`src/rtl/demux4_tdm.sv`:
```
`default_nettype none
// ============================================================================
// Module      : demux4_tdm
// Description : Receive-side 1:4 TDM demultiplexer. A serial stream carries
//               one bit per enabled cycle, slot k holding bit k of a 4-bit
//               word, with a frame marker on slot 0. The block hunts for the
//               marker, then reassembles each word and publishes it on Out.
//               A word that ends without a clean frame marker is dropped and
//               flagged.
//
// Ports       : clk      - rising-edge clock
//               rst      - asynchronous active-high reset
//               en       - slot-advance enable (0 = hold all state)
//               frame    - frame marker, 1 on the slot-0 cycle
//               din      - serial TDM data
//               S        - slot index expected at the next enabled edge
//               Out      - last complete word, Out[k] = bit of slot k
//               valid    - one-cycle strobe, Out updated at preceding edge
//               locked   - 1 while frame-aligned (LOCKED state)
//               sync_err - one-cycle strobe on a frame-alignment violation
//
// Revision    : 1.0 - initial release
// ============================================================================
module demux4_tdm (
    input  logic       clk,
    input  logic       rst,
    input  logic       en,
    input  logic       frame,
    input  logic       din,
    output logic [1:0] S,
    output logic [3:0] Out,
    output logic       valid,
    output logic       locked,
    output logic       sync_err
);

    // ------------------------------------------------------------------------
    // State encoding
    // ------------------------------------------------------------------------
    localparam logic [0:0] c_HUNT      = 1'b0;
    localparam logic [0:0] c_LOCKED    = 1'b1;
    localparam logic [1:0] c_FIRST_SLOT = 2'd0;
    localparam logic [1:0] c_LAST_SLOT  = 2'd3;

    // ------------------------------------------------------------------------
    // Registers and next-state wires
    // ------------------------------------------------------------------------
    logic [0:0] r_state;
    logic [1:0] r_s;
    logic [3:0] r_asm;
    logic [3:0] r_out;
    logic       r_valid;
    logic       r_sync_err;

    logic [0:0] w_state_nxt;
    logic [1:0] w_s_nxt;
    logic [3:0] w_asm_nxt;
    logic [3:0] w_out_nxt;
    logic       w_valid_nxt;
    logic       w_sync_err_nxt;

    // ------------------------------------------------------------------------
    // State register
    // ------------------------------------------------------------------------
    always_ff @(posedge clk or posedge rst) begin
        if (rst) begin
            r_state    <= c_HUNT;
            r_s        <= c_FIRST_SLOT;
            r_asm      <= 4'h0;
            r_out      <= 4'h0;
            r_valid    <= 1'b0;
            r_sync_err <= 1'b0;
        end else begin
            r_state    <= w_state_nxt;
            r_s        <= w_s_nxt;
            r_asm      <= w_asm_nxt;
            r_out      <= w_out_nxt;
            r_valid    <= w_valid_nxt;
            r_sync_err <= w_sync_err_nxt;
        end
    end

    // ------------------------------------------------------------------------
    // Next-state and strobe logic
    // Strobes default to 0 so that every event produces a single-cycle pulse
    // and an idle (en=0) cycle clears any pulse from the previous edge.
    // ------------------------------------------------------------------------
    always_comb begin
        w_state_nxt    = r_state;
        w_s_nxt        = r_s;
        w_asm_nxt      = r_asm;
        w_out_nxt      = r_out;
        w_valid_nxt    = 1'b0;
        w_sync_err_nxt = 1'b0;

        if (en) begin
            case (r_state)
                c_HUNT: begin
                    if (frame) begin
                        // Marker found: this cycle already carries slot 0.
                        w_state_nxt = c_LOCKED;
                        w_asm_nxt   = {3'b000, din};
                        w_s_nxt     = 2'd1;
                    end else begin
                        w_s_nxt = c_FIRST_SLOT;
                    end
                end

                c_LOCKED: begin
                    if (frame) begin
                        // A marker anywhere but slot 0 abandons the partial
                        // word and realigns on this cycle as slot 0.
                        w_sync_err_nxt = (r_s != c_FIRST_SLOT);
                        w_asm_nxt      = {3'b000, din};
                        w_s_nxt        = 2'd1;
                    end else if (r_s == c_FIRST_SLOT) begin
                        // Marker missing where one was due: alignment lost.
                        w_sync_err_nxt = 1'b1;
                        w_state_nxt    = c_HUNT;
                        w_asm_nxt      = 4'h0;
                        w_s_nxt        = c_FIRST_SLOT;
                    end else if (r_s == c_LAST_SLOT) begin
                        // Final slot: publish the whole word in one step so
                        // Out is never seen partially updated.
                        w_out_nxt   = {din, r_asm[2:0]};
                        w_valid_nxt = 1'b1;
                        w_asm_nxt   = 4'h0;
                        w_s_nxt     = c_FIRST_SLOT;
                    end else begin
                        w_asm_nxt[r_s] = din;
                        w_s_nxt        = r_s + 2'd1;
                    end
                end

                default: begin
                    w_state_nxt = c_HUNT;
                    w_asm_nxt   = 4'h0;
                    w_s_nxt     = c_FIRST_SLOT;
                end
            endcase
        end
    end

    // ------------------------------------------------------------------------
    // Outputs come straight from registers
    // ------------------------------------------------------------------------
    assign S        = r_s;
    assign Out      = r_out;
    assign valid    = r_valid;
    assign locked   = (r_state == c_LOCKED);
    assign sync_err = r_sync_err;

endmodule
`default_nettype wire

```
`config.mk`:
```
export PLATFORM = sky130hd
export DESIGN_NAME = demux4_tdm
export DESIGN_NICKNAME = d
export VERILOG_FILES = /design/src/rtl/demux4_tdm.sv
export SDC_FILE = /design/constraint.sdc
export NUM_CORES = 1
export LEC_CHECK = 0
export ABC_AREA = 1
export CAP_MARGIN = 20
export CORE_MARGIN = 2
export CORE_UTILIZATION = 27
export DETAILED_ROUTE_END_ITERATION = 8
export GPL_ROUTABILITY_DRIVEN = 0
export GPL_TIMING_DRIVEN = 0
export HOLD_SLACK_MARGIN = 0.08
export PLACE_DENSITY_LB_ADDON = 0.3
export SKIP_CTS_REPAIR_TIMING = 1
export SLEW_MARGIN = 20
export SYNTH_ARGS = -nofsm -noshare
export SYNTH_HDL_FRONTEND = slang
export SYNTH_SLANG_ARGS = --single-unit
```
`constraint.sdc`:
```
create_clock -name clk -period 3.35 [get_ports clk]
set_input_delay 0.67 -clock clk [delete_from_list [all_inputs] [get_ports clk]]
set_output_delay 0.67 -clock clk [all_outputs]
set_load 0.01 [all_outputs]
```
==> impl_metrics.ini, run 1 <==
[run_status]
status = finished, final reports clean

[sta]
slew_violations = 0
fin_crit_ns = 1.966
worst_pin_slew_ns = 0.4664
finalHoldViolCount = 0
holdWs_ns = 0.4789
rsz0062_at_grt = no
finalClockSkew_ns = 0.008050
fin_setup_tns_ns = 0
period_share_pct = 58.70
fmax_ghz = 0.5086
slew_headroom_pct = 68.87
setup_viol = 0

[setup_path]
crit_type = reg -> out
worstPathRequired_ns = 2.68
critical_path.max_fanout = 6
r2r_slack_ns = 1.80
start_kind = register
r2r-start = S[0]$_DFFE_PP0P_
crit_family = buffers and inverters
cp_num_buf_inv = 1
cp_cell_sequence = clkdlybuf4s50_1
path_depth = 1
r2r_cells = 8
r2r-end = Out[3]$_DFFE_PP0P_
critPathArrivalTime_ns = 1.30
slowest_stage = clkdlybuf4s50_1
max_stage_delay_ns = 0.57
cp-end-kind = primary output

[job]
maxCapViolations = 0

[power_and_ir_drop]
p_total_mw = 0.4076
power.density_nw_per_um2 = 477.6
p_leak_nw = 0.4413
peakVddDrop_mv = 0.2420

[final_layout]
antennaDiodeCount = 0
layout-drive-gt1-share_pct = 8.421
postLayoutCellArea_um2 = 853.3
multiInputGateArea_um2 = 315.3
layout_commonest_cell = nand2_1
area_delta_synth_final_pct = 28.20
final_cell_mix = 21 x nand2_1, 13 x clkdlybuf4s50_1, 12 x dfrtp_1
final_util_pct = 37.49
final_nets = 110
ff_latch_area_um2 = 300.3
fillers = 232

[cts]
clock_tree.htree_level_count = 1
tritoncts = built
clkLatencyLatePin_ns = 0.27
cts_buffers = 3
clock_path_buffers = 2
clk_pin_slew_ns = 0.08
root_buffer = clkbuf_4
clock_sinks = 12

[routing]
wire_per_inst_um = 10.06
ant_nets = 0
vias_per_cell = 4.358
drt_first_iter_violations = 5
num_vias = 536
drt_wl_total_um = 1237
first_pass_iters = 4
drcViolationCount = 0

[logic_synthesis]
syn-num-nets = 92
synth_compound_area_share_pct = 6.391
synth-seq-cells = 12
synth_top_family_by_area = simple AND/OR/NAND/NOR gates
yosys.area.top_type = dfrtp_1
syn_avg_cell_area_um2 = 8.426
synth_top_area_share_pct = 45.11
synth_fa_ha_area_share_pct = 15.04
synth.area.mux_share_pct = 0
synth-seq-area-share_pct = 45.11
ys_types = 16
netlist_instances = 79
ys_warn_count = 0
syn_area_um2 = 665.6
synth_simple_gate_area_share_pct = 25.94
yosys-top-cells-area = dfrtp_1 45%, ha_1 15%, nand2_1 12%
synthXorXnorAreaFrac_pct = 0

[min_path]
hold_end = r_asm[0]$_DFFE_PP0P_
min_from = r_asm[0]$_DFFE_PP0P_
whs_path_depth = 2
holdCritPathClass = reg -> reg

[grt]
grt_pass1_wl_um = 2097
grt_start_max_net_pins = 13
grt_pass1_vias = 494
grt_remaining_overflow = 0
grt_usage_pct = 10.54
antenna_found_initial = 0

[floorplanning]
design.die.area_um2 = 2878
initial_core_util_pct = 29.25
die_h_um = 53.65
num_io_pins = 14
coreArea_um2 = 2276
die_w_um = 53.65
rows = 17

[placed_design]
dpl_cell_area_um2 = 830.8
dp_hpwl_um = 947.4
port_buffers = 13
-- worst reg2reg max path: stages, from the launching register on --
cell	delay, ns
dfrtp_1	0.44
inv_1	0.12
ha_1	0.23
inv_1	0.09
ha_1	0.15
nand2_1	0.13
nor2_4	0.15
nor2_1	0.05
a21oi_1	0.11
-- power by group --
| group | switching, mW | internal, mW | leakage (nW) |
|---|---|---|---|
| clock | 0.0486 | 0.0416 | 0.0138 |
| combinational | 0.0726 | 0.0631 | 0.269 |
| sequential | 0.0151 | 0.167 | 0.158 |
-- area by class of cell --
type,instances,area share [%]
multi-input cells,54,36.95
plain buffers,1,0.5865
well taps,28,4.106
clock buffers,3,2.639
inverters,12,5.279
repair buffers,13,15.25
flip-flops and latches,12,35.19
-- flip-flops by register name (all words and copies together) (netlist names) --
signal,count
Out,4
r_asm,3
S,2
locked,1
sync_err,1
valid,1
-- cells in the mapped netlist (all sizes together) --
| cell | instances |
|---|---|
| nand2 | 23 |
| dfrtp | 12 |
| inv | 12 |
| ha | 8 |
| nor2 | 7 |
| o21ai | 5 |
| nand4 | 4 |
| nand3 | 3 |
| a21oi | 2 |
| buf | 1 |
| nand3b | 1 |
| o211ai | 1 |
-- cell families (layout without fill, tap and decap cells) --
| kind of cell | count (synthesis) | after routing |
|---|---|---|
| flops | 12 | 12 |
| fa+ha+maj | 8 | 8 |
| simple gates | 38 | 38 |
| buf+inv | 13 | 29 |
| compound gates | 8 | 8 |
-- stage by stage --
step / std cells / worst slack, ns
6_report: 123 / 1.384
5_1_grt: 123 / 1.337
4_1_cts: 123 / 1.368
3_5_place_dp: 120 / 1.320
3_3_place_gp: 120 / 1.328
2_1_floorplan: 79 / 1.908
-- per-layer routing --
| layer | wire, um | vias to the layer above | part of all wire [%] | GRT usage, % |
|---|---|---|---|---|
| met3 | 54 | 2 | 4.4 | 3.333 |
| met5 | 0 | - | 0 | 0 |
| li1 | - | 280 | - | - |
| met2 | 561 | 9 | 45 | 15.84 |
| met4 | 10 | 0 | 0.81 | 6.410 |
| met1 | 612 | 245 | 49 | 13.10 |
-- worst max path at each step --
stage	startpoint	end	slack (ns)
6_report	S[1]$_DFFE_PP0P_	S[1]	1.38
4_1_cts	S[1]$_DFFE_PP0P_	S[1]	1.37
5_1_grt	S[1]$_DFFE_PP0P_	S[1]	1.34
3_5_place_dp	frame	Out[3]$_DFFE_PP0P_	1.32
2_1_floorplan	frame	Out[3]$_DFFE_PP0P_	1.91
3_3_place_gp	frame	Out[3]$_DFFE_PP0P_	1.33
Power figures use the tool's default switching activity.
==> run 2: changes to the inputs <==
- clock period: 3.35 -> 1.6 ns (I/O delays scaled with it)
==> run 2 against run 1 <==
  * First-iteration DRC count increased by 40%
  * Critical path depth unchanged
  * Setup slack got worse by 1.3 ns
  * Wire length decreased by 0.24%
  * Design area is 1.5% higher
  * Core utilization up 0.55 points
  * Non-clock buffer count is 1 higher
  * Critical endpoint is now S[0]
  * Largest power group unchanged
==> impl_metrics.ini, run 2 (same netlist as run 1, synthesis figures left out) <==
[run_status]
status = finished, final reports clean

[final_layout]
antennaDiodeCount = 0
final_nets = 111
ff_latch_area_um2 = 302.8
layout-drive-gt1-share_pct = 12.50
area_delta_synth_final_pct = 30.08
largest_register_ffs = 4
fin_cells = 124
multiInputGateArea_um2 = 317.8
fillers = 229
layout_commonest_cell = nand2_1
final_cell_mix = 20 x nand2_1, 13 x clkdlybuf4s50_1, 11 x inv_1

[grt]
grt_usage_pct = 10.54
antenna_found_initial = 0
grt_pass1_vias = 494
grt_pass1_wl_um = 2097
grt_start_max_net_pins = 13
grt_remaining_overflow = 0

[power_and_ir_drop]
peakVddDrop_mv = 0.5047
p_leak_nw = 0.4443
power.density_nw_per_um2 = 996.3

[routing]
drt_wl_total_um = 1234
wire_per_inst_um = 9.952
vias_per_cell = 4.379
drt_first_iter_violations = 7
drcViolationCount = 0
num_vias = 543
first_pass_iters = 4
ant_nets = 0

[setup_path]
start_kind = register
max_stage_delay_ns = 0.55
crit_family = buffers and inverters
critPathArrivalTime_ns = 1.23
slowest_stage = clkdlybuf4s50_1
cp_num_buf_inv = 1
crit_type = reg -> out
critical_path.max_fanout = 5
cp_cell_sequence = clkdlybuf4s50_1
cp-end-kind = primary output
worstPathRequired_ns = 1.28

[floorplanning]
num_io_pins = 14
design.die.area_um2 = 2878
coreArea_um2 = 2276
rows = 17
initial_core_util_pct = 29.25
die_w_um = 53.65
die_h_um = 53.65

[placed_design]
dpl.cell_count = 120
port_buffers = 13
dp_hpwl_um = 947.4
place_ws_ns = -0.07951

[sta]
fin_ws_ns = 0.04813
setup_viol = 0
slew_headroom_pct = 68.60
period_share_pct = 96.99
rsz0062_at_grt = yes
slew_violations = 0
worst_pin_slew_ns = 0.4705
fmax_ghz = 0.6444
finalClockSkew_ns = 0.008376
finalHoldViolCount = 0
fin_crit_ns = 1.552

[cts]
cts_buffers = 3
clock_sinks = 12
root_buffer = clkbuf_4
clk_pin_slew_ns = 0.08
clkLatencyLatePin_ns = 0.27
clock_tree.htree_level_count = 1
clock_path_buffers = 2
tritoncts = built

[min_path]
holdCritPathClass = in -> async

[job]
maxCapViolations = 0
run 2: final cells by class:
cell class,instances,share of cell area (%)
Multi-Input combinational cell,54,36.71
Tap cell,28,4.046
Timing Repair Buffer,14,15.90
Clock buffer,3,2.601
Inverter,12,5.202
Sequential cell,12,34.97
Buffer,1,0.5780
run 2: path summary, 6_finish.rpt:
kind / slack, ns / endpoint / depth (start not counted) / startpoint
min in group clk: 0.48 / Out[0]$_DFFE_PP0P_ / 2 / Out[0]$_DFFE_PP0P_
setup reg to reg: 0.11 / Out[3]$_DFFE_PP0P_ / 8 / S[0]$_DFFE_PP0P_
hold / removal: 0.35 / locked$_DFFE_PP0P_ / 2 / rst
max in group asynchronous: 0.91 / S[1]$_DFFE_PP0P_ / 2 / rst
setup / recovery: 0.05 / S[0] / 1 / S[0]$_DFFE_PP0P_
hold reg to reg: 0.48 / Out[0]$_DFFE_PP0P_ / 2 / Out[0]$_DFFE_PP0P_
run 2: stage by stage:
| stage | TNS (ns) | utilization, % | total power, mW | hold slack, ns | area (um^2) |
|---|---|---|---|---|---|
| detailed placement | -0.1562 | 36.50 | 0.6739 | 0.4700 | 830.8 |
| finish | 0 | 38.04 | 0.8626 | 0.3514 | 865.8 |
| global placement | -0.1284 | 36.50 | 0.6708 | 0.4612 | 830.8 |
| global route | 0 | 38.04 | 0.9383 | 0.4141 | 865.8 |
| CTS | -0.05176 | 37.49 | 0.8668 | 0.3691 | 853.3 |
| floorplan | 0 | - | 0.5521 | 0.1847 | 665.6 |
run 2: layer usage:
metal  share of wire, %  up-vias  GRT usage (%)
met2                 46        9          15.84
met3                3.8        2          3.333
met5                  0        -              0
li1                   -      283              -
met4               0.81        0          6.410
met1                 49      249          13.10
run 2: power by group:
| part | internal (mW) | leakage [nW] | switching [mW] |
|---|---|---|---|
| Sequential | 0.350 | 0.155 | 0.0294 |
| Clock | 0.0871 | 0.0138 | 0.100 |
| Combinational | 0.139 | 0.275 | 0.157 |
